### src/rtl/fetch_ctrl_pkg.sv
// Shared front-end definitions: fetch FSM encoding and PC constants.
package fetch_ctrl_pkg;

    typedef enum logic [1:0] {
        StRun     = 2'd0,
        StMemWait = 2'd1,
        StBubble  = 2'd2
    } fetch_state_e;

    localparam logic [31:0] PC_RESET    = 32'hFFFF_FFFC;
    localparam logic [31:0] INSTR_BYTES = 32'd4;

endpackage

### src/rtl/fetch_ctrl_redirect_hold.sv
// Holds a branch/jump target that arrived while fetch was stalled until the PC can take it.
module redirect_hold (
    input  logic        clk,
    input  logic        rst,
    input  logic        i_redirect_valid,
    input  logic [31:0] i_redirect_target,
    input  logic        i_stall,
    output logic        o_pend_valid,
    output logic [31:0] o_pend_target
);

    logic        r_pend_valid;
    logic [31:0] r_pend_target;

    always_ff @(posedge clk) begin
        if (rst) begin
            r_pend_valid  <= 1'b0;
            r_pend_target <= 32'd0;
        end else if (i_redirect_valid && i_stall) begin
            // Latest redirect wins while the PC is held.
            r_pend_valid  <= 1'b1;
            r_pend_target <= i_redirect_target;
        end else if (!i_stall) begin
            r_pend_valid  <= 1'b0;
        end
    end

    assign o_pend_valid  = r_pend_valid;
    assign o_pend_target = r_pend_target;

endmodule

### src/rtl/fetch_ctrl.sv
// Front-end fetch control: next-PC selection, imem wait stalls, load-use bubbles, redirects.
module fetch_ctrl
    import fetch_ctrl_pkg::*;
#(
    parameter int unsigned LOAD_USE_BUBBLES = 1,
    parameter int unsigned MEM_TIMEOUT      = 255
) (
    input  logic        clk,
    input  logic        rst,
    input  logic [31:0] pc,
    input  logic        imem_ready,
    input  logic        redirect_valid,
    input  logic [31:0] redirect_target,
    input  logic        load_use_hazard,
    output logic [31:0] npc,
    output logic        stall,
    output logic        flush_ifid,
    output logic        flush_idex,
    output logic        fetch_timeout
);

    localparam logic [3:0]  BubInit = 4'(LOAD_USE_BUBBLES - 1);
    localparam logic [15:0] WaitMax = 16'(MEM_TIMEOUT);

    fetch_state_e r_state;
    logic [3:0]   r_bub_cnt;
    logic [15:0]  r_wait_cnt;
    logic         r_timeout;

    logic         w_stall;
    logic         w_lu_flush;
    logic         w_pend_valid;
    logic [31:0]  w_pend_target;
    logic [31:0]  w_pc_inc;

    redirect_hold u_redirect_hold (
        .clk               (clk),
        .rst               (rst),
        .i_redirect_valid  (redirect_valid),
        .i_redirect_target (redirect_target),
        .i_stall           (w_stall),
        .o_pend_valid      (w_pend_valid),
        .o_pend_target     (w_pend_target)
    );

    assign w_pc_inc = pc + INSTR_BYTES;

    always_comb begin
        w_stall    = 1'b0;
        w_lu_flush = 1'b0;
        if (!rst) begin
            unique case (r_state)
                StRun: begin
                    if (!imem_ready) begin
                        w_stall = 1'b1;
                    end else if (load_use_hazard && !redirect_valid) begin
                        // Hazard behind a redirect is on the wrong path.
                        w_stall    = 1'b1;
                        w_lu_flush = 1'b1;
                    end
                end
                StMemWait: w_stall = !imem_ready;
                StBubble: begin
                    w_stall    = 1'b1;
                    w_lu_flush = 1'b1;
                end
                default: ;
            endcase
        end
    end

    always_comb begin
        if (rst)                 npc = w_pc_inc;
        else if (w_pend_valid)   npc = w_pend_target;
        else if (redirect_valid) npc = redirect_target;
        else                     npc = w_pc_inc;
    end

    assign stall         = w_stall;
    assign flush_ifid    = redirect_valid & ~rst;
    assign flush_idex    = (redirect_valid | w_lu_flush) & ~rst;
    assign fetch_timeout = r_timeout;

    always_ff @(posedge clk) begin
        if (rst) begin
            r_state    <= StRun;
            r_bub_cnt  <= 4'd0;
            r_wait_cnt <= 16'd0;
            r_timeout  <= 1'b0;
        end else begin
            unique case (r_state)
                StRun: begin
                    if (!imem_ready) begin
                        r_state    <= StMemWait;
                        r_wait_cnt <= 16'd1;
                        if (WaitMax == 16'd1) r_timeout <= 1'b1;
                    end else if (load_use_hazard && !redirect_valid) begin
                        r_bub_cnt <= BubInit;
                        if (BubInit != 4'd0) r_state <= StBubble;
                    end
                end
                StMemWait: begin
                    if (imem_ready) begin
                        r_state    <= StRun;
                        r_wait_cnt <= 16'd0;
                    end else if (r_wait_cnt != WaitMax) begin
                        r_wait_cnt <= r_wait_cnt + 16'd1;
                        if (r_wait_cnt + 16'd1 == WaitMax) r_timeout <= 1'b1;
                    end
                end
                StBubble: begin
                    r_bub_cnt <= r_bub_cnt - 4'd1;
                    if (r_bub_cnt == 4'd1) r_state <= StRun;
                end
                default: r_state <= StRun;
            endcase
        end
    end

endmodule

### config.mk
export PLATFORM = sky130hd
export DESIGN_NAME = fetch_ctrl
export DESIGN_NICKNAME = d
export VERILOG_FILES = /design/src/rtl/fetch_ctrl_pkg.sv /design/src/rtl/fetch_ctrl_redirect_hold.sv /design/src/rtl/fetch_ctrl.sv
export SDC_FILE = /design/constraint.sdc
export NUM_CORES = 1
export LEC_CHECK = 0
export CAP_MARGIN = 20
export CORE_UTILIZATION = 52
export CTS_CLUSTER_SIZE = 14
export DETAILED_ROUTE_END_ITERATION = 10
export PLACE_DENSITY = 0.95
export SYNTH_ARGS = -nofsm -noshare
export SYNTH_HDL_FRONTEND = slang
export SYNTH_SLANG_ARGS = --single-unit
### constraint.sdc
create_clock -name clk -period 5.4 [get_ports clk]
set_input_delay 0.81 -clock clk [delete_from_list [all_inputs] [get_ports clk]]
set_output_delay 0.81 -clock clk [all_outputs]
set_load 0.03 [all_outputs]
==> flow_summary.yaml, run 1 <==
run_status:
  status: "completed"
critical_path:
  critical_path_arrival_ns: 3.72
  rrSetupSlack_ns: 2.92
  critPathLaunch: "redirect_valid"
  r2r-start: "r_wait_cnt[0]"
  crit_required_ns: 4.59
  path_class: "in2out"
  end_kind: "output pin"
  critPathMaxFanout: 22
  cp-start-kind: "input pin"
power:
  power_density_mw_per_mm2: 213.6
  p_int_mw: 0.6681
  pwr-share-seq_pct: 40.3
  clkPwrFrac_pct: 24.5
  switchingPower_mw: 0.3602
  p_sw_share_pct: 35.03
  p_leak_nw: 1.597
  comb_power_share_pct: 35.2
  peakVddDrop_mv: 0.1144
cells_and_area:
  final_common_cell: "clkdlybuf4s50_1"
  diodes: 0
  layout.nets: 666
  final_cell_mix: "clkdlybuf4s50_1 (104), nand2_1 (97), dfxtp_1 (51), o21ai_0 (47), a21oi_1 (33)"
  seq_area_mm2: 0.001021
  multi_input_area_mm2: 0.002421
  fillers: 523
  drive_gt1_share_pct: 5.556
  area_growth_pct: 31.52
  final_cell_count_no_fill: 690
global_route:
  antenna_found_initial: 0
  track_usage_pct: 30.48
  grt_max_degree: 65
  grt_pass1_wl_mm: 18.29
  grt_pass1_vias: 4065
  grt_overflow: 0
routing:
  post_drt_wl_per_cell_um: 16.31
  drtAntennaViolNets: 0
  first_iter_violations: 460
  vias: 4295
  first_pass_iters: 5
  drc: 0
  avgViaCountPerCell: 6.225
  routed_wl_mm: 11.25
clocking:
  clockBufferDepth: 2
  ctsResizeCount: 0
  cts_tree: "yes"
  insertion_delay_ns: 0.32
  numCtsBuffers: 5
  post-cts-setup-buffers: 0
  htree_levels: 2
  root_buffer: "clkbuf_8"
  clock_sinks: 51
  cts.clk_slew.worst_paths_ns: 0.09
  hold_buffers: 0
floorplanning:
  fp-row-count: 30
  core_area_mm2: 0.006794
  num_io_pins: 105
  start_util_pct: 53.87
  die_x_um: 85.89
  fp.dieH_um: 85.89
  dieArea_mm2: 0.007377
timing:
  hold_viol: 0
  timing.hold.ws_ns: 0.4634
  finalCritPeriodShare_pct: 83.85
  maxSlewViolCount: 0
  finalSetupTns_ns: 0
  rsz0062_at_grt: "no"
  worst_slew_pin_slew_ns: 0.8414
  timing.fmax_mhz: 220.8
  period_minus_slack_ns: 4.528
  slew_headroom_pct: 43.73
  finalSetupViolations: 0
  fin_skew_ns: 0.008138
logic_synthesis:
  ys_ff_latch: 51
  synth_edf_count: 0
  ys_types: 52
  synth_cells: 516
  synth_warnings: 0
  syn_area_mm2: 0.003660
  yosysSeqAreaShare_pct: 27.90
  synth_nets: 589
  synth_async_sr_flop_share_pct: 0
  synth_flop_cell: "dfxtp_1"
  syn_avg_cell_area_um2: 7.093
placement:
  hpwl_mm: 8.075
  gp_congestion: 0.9200
  dp_cells: 681
  io_buffer_count: 104
worst_hold_path:
  hp-start: "u_redirect_hold.o_pend_target[19]"
  hold_path.class: "reg2reg"
job:
  maxCapViolCount: 0
==> cell type report <==
class / count / share of cell area, %
inverters: 15 / 1.170
clock inverters: 1 / 0.1560
well taps: 96 / 2.495
multi-input cells: 411 / 50.30
clock buffers: 7 / 2.002
repair buffers: 109 / 22.67
flip-flops and latches: 51 / 21.21
==> cells in the mapped netlist (4+ instances only) <==
cell | count | share of area, %
ha_1 | 4 | 1.4
buf_2 | 6 | 0.82
nor4_1 | 11 | 1.9
nor3_1 | 15 | 2.1
o22ai_1 | 25 | 4.3
nand2_1 | 97 | 9.9
nand4_1 | 16 | 2.7
xnor2_1 | 28 | 6.7
clkbuf_1 | 31 | 3.2
a31oi_1 | 9 | 1.5
or3_1 | 9 | 1.5
and2_1 | 6 | 1.0
nand3_1 | 15 | 2.1
xor2_1 | 5 | 1.2
and4_1 | 4 | 0.96
o21ai_0 | 47 | 6.4
a211oi_1 | 5 | 1.0
and3_1 | 10 | 1.7
a21oi_1 | 33 | 4.5
nor2_1 | 22 | 2.3
dfxtp_1 | 51 | 28
inv_1 | 14 | 1.4
o32ai_1 | 5 | 1.2
a22oi_1 | 8 | 1.6
==> sequential cells by signal, indices dropped and copies added, names as in the netlist <==
| name | flops |
|---|---|
| u_redirect_hold.o_pend_target | 32 |
| r_wait_cnt | 16 |
| fetch_timeout | 1 |
| r_state | 1 |
| u_redirect_hold.o_pend_valid | 1 |
==> path summary, 6_finish.rpt <==
kind	cells past startpoint	end
setup reg to reg	7	r_wait_cnt[3]
setup / recovery	6	npc[5]
hold / removal	2	u_redirect_hold.o_pend_target[19]
hold reg to reg	2	u_redirect_hold.o_pend_target[19]
==> layer usage <==
layer  routed length [µm]  global-route usage, %  part of all wire (%)
met1                 4542                  36.63                    40
met2                 5560                  52.60                    49
met3                  890                  6.352                   7.9
met4                  259                  12.88                   2.3
met5                    0                      0                     0
==> critical path, stage by stage <==
cell and delay, ns:
clkdlybuf4s50_1 1.02, nand2_1 0.67, o22ai_1 0.35, nand2_1 0.10, o221a_2 0.17, clkdlybuf4s50_1 0.59
==> power groups by stage <==
| stage | sequential (mW) | clock, mW | combinational, mW |
|---|---|---|---|
| final | 0.414 | 0.252 | 0.362 |
| after global routing | 0.417 | 0.264 | 0.388 |
| after CTS | 0.414 | 0.252 | 0.358 |
| after detailed placement | 0.422 | 0 | 0.355 |
| after global placement | 0.421 | 0 | 0.348 |
| after floorplan | 0.415 | 0 | 0.213 |
==> cell families after synthesis <==
kind of cell / synth area share [%]
and+or+nand+nor: 30.22
AOI/OAI and AO/OA: 26.46
xor gates and xnor gates: 7.898
adders and majority gates: 1.368
DFF: 27.90
buffers and inverters: 6.154
==> through the flow <==
stage	worst slack, ns	power [mW]	area, µm²	util, %
after detailed placement	0.9286	0.7774	4690	69.02
after floorplan	2.310	0.6280	3660	-
after CTS	0.9168	1.024	4793	70.55
after global routing	0.7013	1.070	4813	70.85
after global placement	1.066	0.7683	4690	69.02
final	0.8720	1.028	4813	70.85
Power figures use the tool's default switching activity.
==> run 2, diff against run 1 <==
--- a/config.mk
+++ b/config.mk
@@ -6,10 +6,10 @@
 export NUM_CORES = 1
 export LEC_CHECK = 0
 export CAP_MARGIN = 20
-export CORE_UTILIZATION = 52
+export CORE_UTILIZATION = 49
 export CTS_CLUSTER_SIZE = 14
 export DETAILED_ROUTE_END_ITERATION = 10
-export PLACE_DENSITY = 0.95
+export PLACE_DENSITY = 0.93
 export SYNTH_ARGS = -nofsm -noshare
 export SYNTH_HDL_FRONTEND = slang
 export SYNTH_SLANG_ARGS = --single-unit
==> constraint.sdc (replaced) <==
create_clock -name clk -period 4.6 [get_ports clk]
set_input_delay 0.69 -clock clk [delete_from_list [all_inputs] [get_ports clk]]
set_output_delay 0.69 -clock clk [all_outputs]
set_load 0.03 [all_outputs]
==> run 2 against run 1 <==
Hold slack lost 0.0027 ns. Sequential power grew 16%. Clock power grew 33%. Via count grew 0.42%. Register-to-register slack lost 0.82 ns. Die area grew 6.0%. Global-route usage shrank 1.1 points. Non-clock buffer count grew 4. Critical path depth grew 2. Design area grew 0.21%. Flip-flop and latch count is the same. Sequential share of layout area is essentially flat. Critical endpoint is now npc[18].
==> flow_summary.yaml, run 2 (synthesized netlist as in run 1, its figures left out) <==
critical_path:
  r2r-start: "r_wait_cnt[0]"
  rr_worst_depth: 6
  cp-start-kind: "input pin"
  rrSetupSlack_ns: 2.10
  cp_top_family: "buffers and inverters"
  path_class: "in2out"
  crit_required_ns: 3.91
  critPathMaxFanout: 5
  r2r_end: "r_wait_cnt[4]"
  critPathMostFrequentCell: "clkdlybuf4s50_1"
  worst-path-buf-inv: 2
  critical_path_arrival_ns: 3.37
  slowest_delay_ns: 0.69
  path_cells: "clkdlybuf4s50_1 > ha_1 > nand2_1 > nor4_1 > nand3_1 > xor2_1 > o22ai_1 > clkdlybuf4s50_1"
  critPathLaunch: "pc[2]"
  end_kind: "output pin"
  slowest_stage: "clkdlybuf4s50_1"
routing:
  avgViaCountPerCell: 6.188
  first_iter_violations: 300
  first_pass_iters: 6
  post_drt_wl_per_cell_um: 16.45
  vias: 4313
  drtAntennaViolNets: 0
  drc: 0
  routed_wl_mm: 11.46
floorplanning:
  start_util_pct: 50.46
  dieArea_mm2: 0.007818
  num_io_pins: 105
  core_area_mm2: 0.007253
  fp.dieH_um: 88.42
  fp-row-count: 31
  die_x_um: 88.42
timing:
  slew_headroom_pct: 41.63
  period_minus_slack_ns: 4.064
  finalCritPeriodShare_pct: 88.35
  timing.fmax_mhz: 246.0
  fin_skew_ns: 0.007012
  worst_slew_pin_slew_ns: 0.8747
  rsz0062_at_grt: "no"
  maxSlewViolCount: 0
  finalSetupViolations: 0
  hold_viol: 0
  finalSetupTns_ns: 0
  fin_ws_ns: 0.5357
global_route:
  antenna_found_initial: 0
  grtUsageMet1_pct: 36.87
  grt_pass1_vias: 3960
  track_usage_pct: 29.39
  grt_overflow: 0
  use_met2_pct: 48.95
  grt_use_met3_pct: 4.851
  grt_pass1_wl_mm: 18.26
  grt-busiest-layer: "met2"
  grt_max_degree: 65
clocking:
  post-cts-setup-buffers: 0
  clockBufferDepth: 2
  hold_buffers: 0
  clock_sinks: 51
  root_buffer: "clkbuf_8"
  cts.clk_slew.worst_paths_ns: 0.10
  numCtsBuffers: 5
  htree_levels: 2
  cts_tree: "yes"
  insertion_delay_ns: 0.31
  ctsResizeCount: 0
placement:
  io_buffer_count: 104
  dp_slack_ns: 0.5075
  dp_cells: 688
  gp_congestion: 0.9633
  hpwl_mm: 8.337
power:
  peakVddDrop_mv: 0.1598
  power_density_mw_per_mm2: 259.8
  finalPower_mw: 1.253
  p_leak_nw: 1.641
cells_and_area:
  final_cell_mix: "nand2_1 (97), clkdlybuf4s50_1 (89), dfxtp_1 (51), o21ai_0 (47), a21oi_1 (33)"
  diodes: 0
  final_cell_count_no_fill: 697
  fillers: 611
  drive_gt1_share_pct: 8.696
  largest_reg_flops: 32
  layout.nets: 670
  area_growth_pct: 31.79
  final_common_cell: "nand2_1"
worst_hold_path:
  hold_path.class: "reg2reg"
  worst_hold_path.num_cells: 2
  hp-start: "fetch_timeout"
  hold_end: "fetch_timeout"
job:
  maxCapViolCount: 0
run_status:
  status: "completed"
## run 2: changes by cell type in the layout (fill, tap and decap cells not counted)
cell / previous run / this run
buf_4: 4 / 23
bufinv_16: 0 / 1
clkbuf_8: 7 / 6
clkdlybuf4s50_1: 104 / 89
clkinv_2: 0 / 1
clkinvlp_4: 1 / 0
## run 2: cell type report
cell class	instances	area, µm²	area share (%)
repair buffers	113	1084	22.46
clock buffers	6	82.58	1.712
clock inverters	2	35.03	0.7263
multi-input cells	411	2421	50.19
well taps	99	123.9	2.568
inverters	15	56.30	1.167
flip-flops and latches	51	1021	21.17
## run 2: worst register-to-register path, stage by stage (launching register included)
cell	delay [ns]
dfxtp_1	0.47
ha_1	0.33
nand3_4	0.15
or2_4	0.32
o31ai_4	0.66
a21oi_1	0.16
a211oi_1	0.32
## run 2: power by group
part	leakage [nW]	switching (mW)	internal (mW)	total, mW
logic	1.16	0.254	0.183	0.436
clock network	0.0612	0.158	0.176	0.334
registers	0.416	0.0186	0.464	0.482
## run 2: worst max path at each step
stage	cells past startpoint	slack (ns)	to
5_1_grt	7	0.38	npc[23]
6_report	8	0.54	npc[18]
4_1_cts	8	0.50	npc[18]
3_3_place_gp	8	0.61	npc[16]
2_1_floorplan	6	1.75	npc[26]
3_5_place_dp	8	0.51	npc[18]
## run 2: stage by stage
stage | cell area [µm²] | utilization [%] | hold WS [ns]
global placement | 4686 | 64.60 | 0.4387
finish | 4823 | 66.50 | 0.4607
global route | 4823 | 66.50 | 0.4778
floorplan | 3660 | - | 0.4314
detailed placement | 4686 | 64.60 | 0.4494
CTS | 4803 | 66.22 | 0.4659
## run 2: metal layers
| layer | vias to the layer above | wire length (µm) |
|---|---|---|
| li1 | 2043 | - |
| met3 | 44 | 902 |
| met1 | 1974 | 4653 |
| met4 | 0 | 408 |
| met2 | 252 | 5500 |
| met5 | - | 0 |
==> run 3, diff against run 2 <==
--- a/config.mk
+++ b/config.mk
@@ -10,6 +10,7 @@
 export CTS_CLUSTER_SIZE = 14
 export DETAILED_ROUTE_END_ITERATION = 10
 export PLACE_DENSITY = 0.93
+export SETUP_SLACK_MARGIN = 0.15
 export SYNTH_ARGS = -nofsm -noshare
 export SYNTH_HDL_FRONTEND = slang
 export SYNTH_SLANG_ARGS = --single-unit
==> results of run 3 <==
Final layout, timing and power as in run 2 (identical DEF).
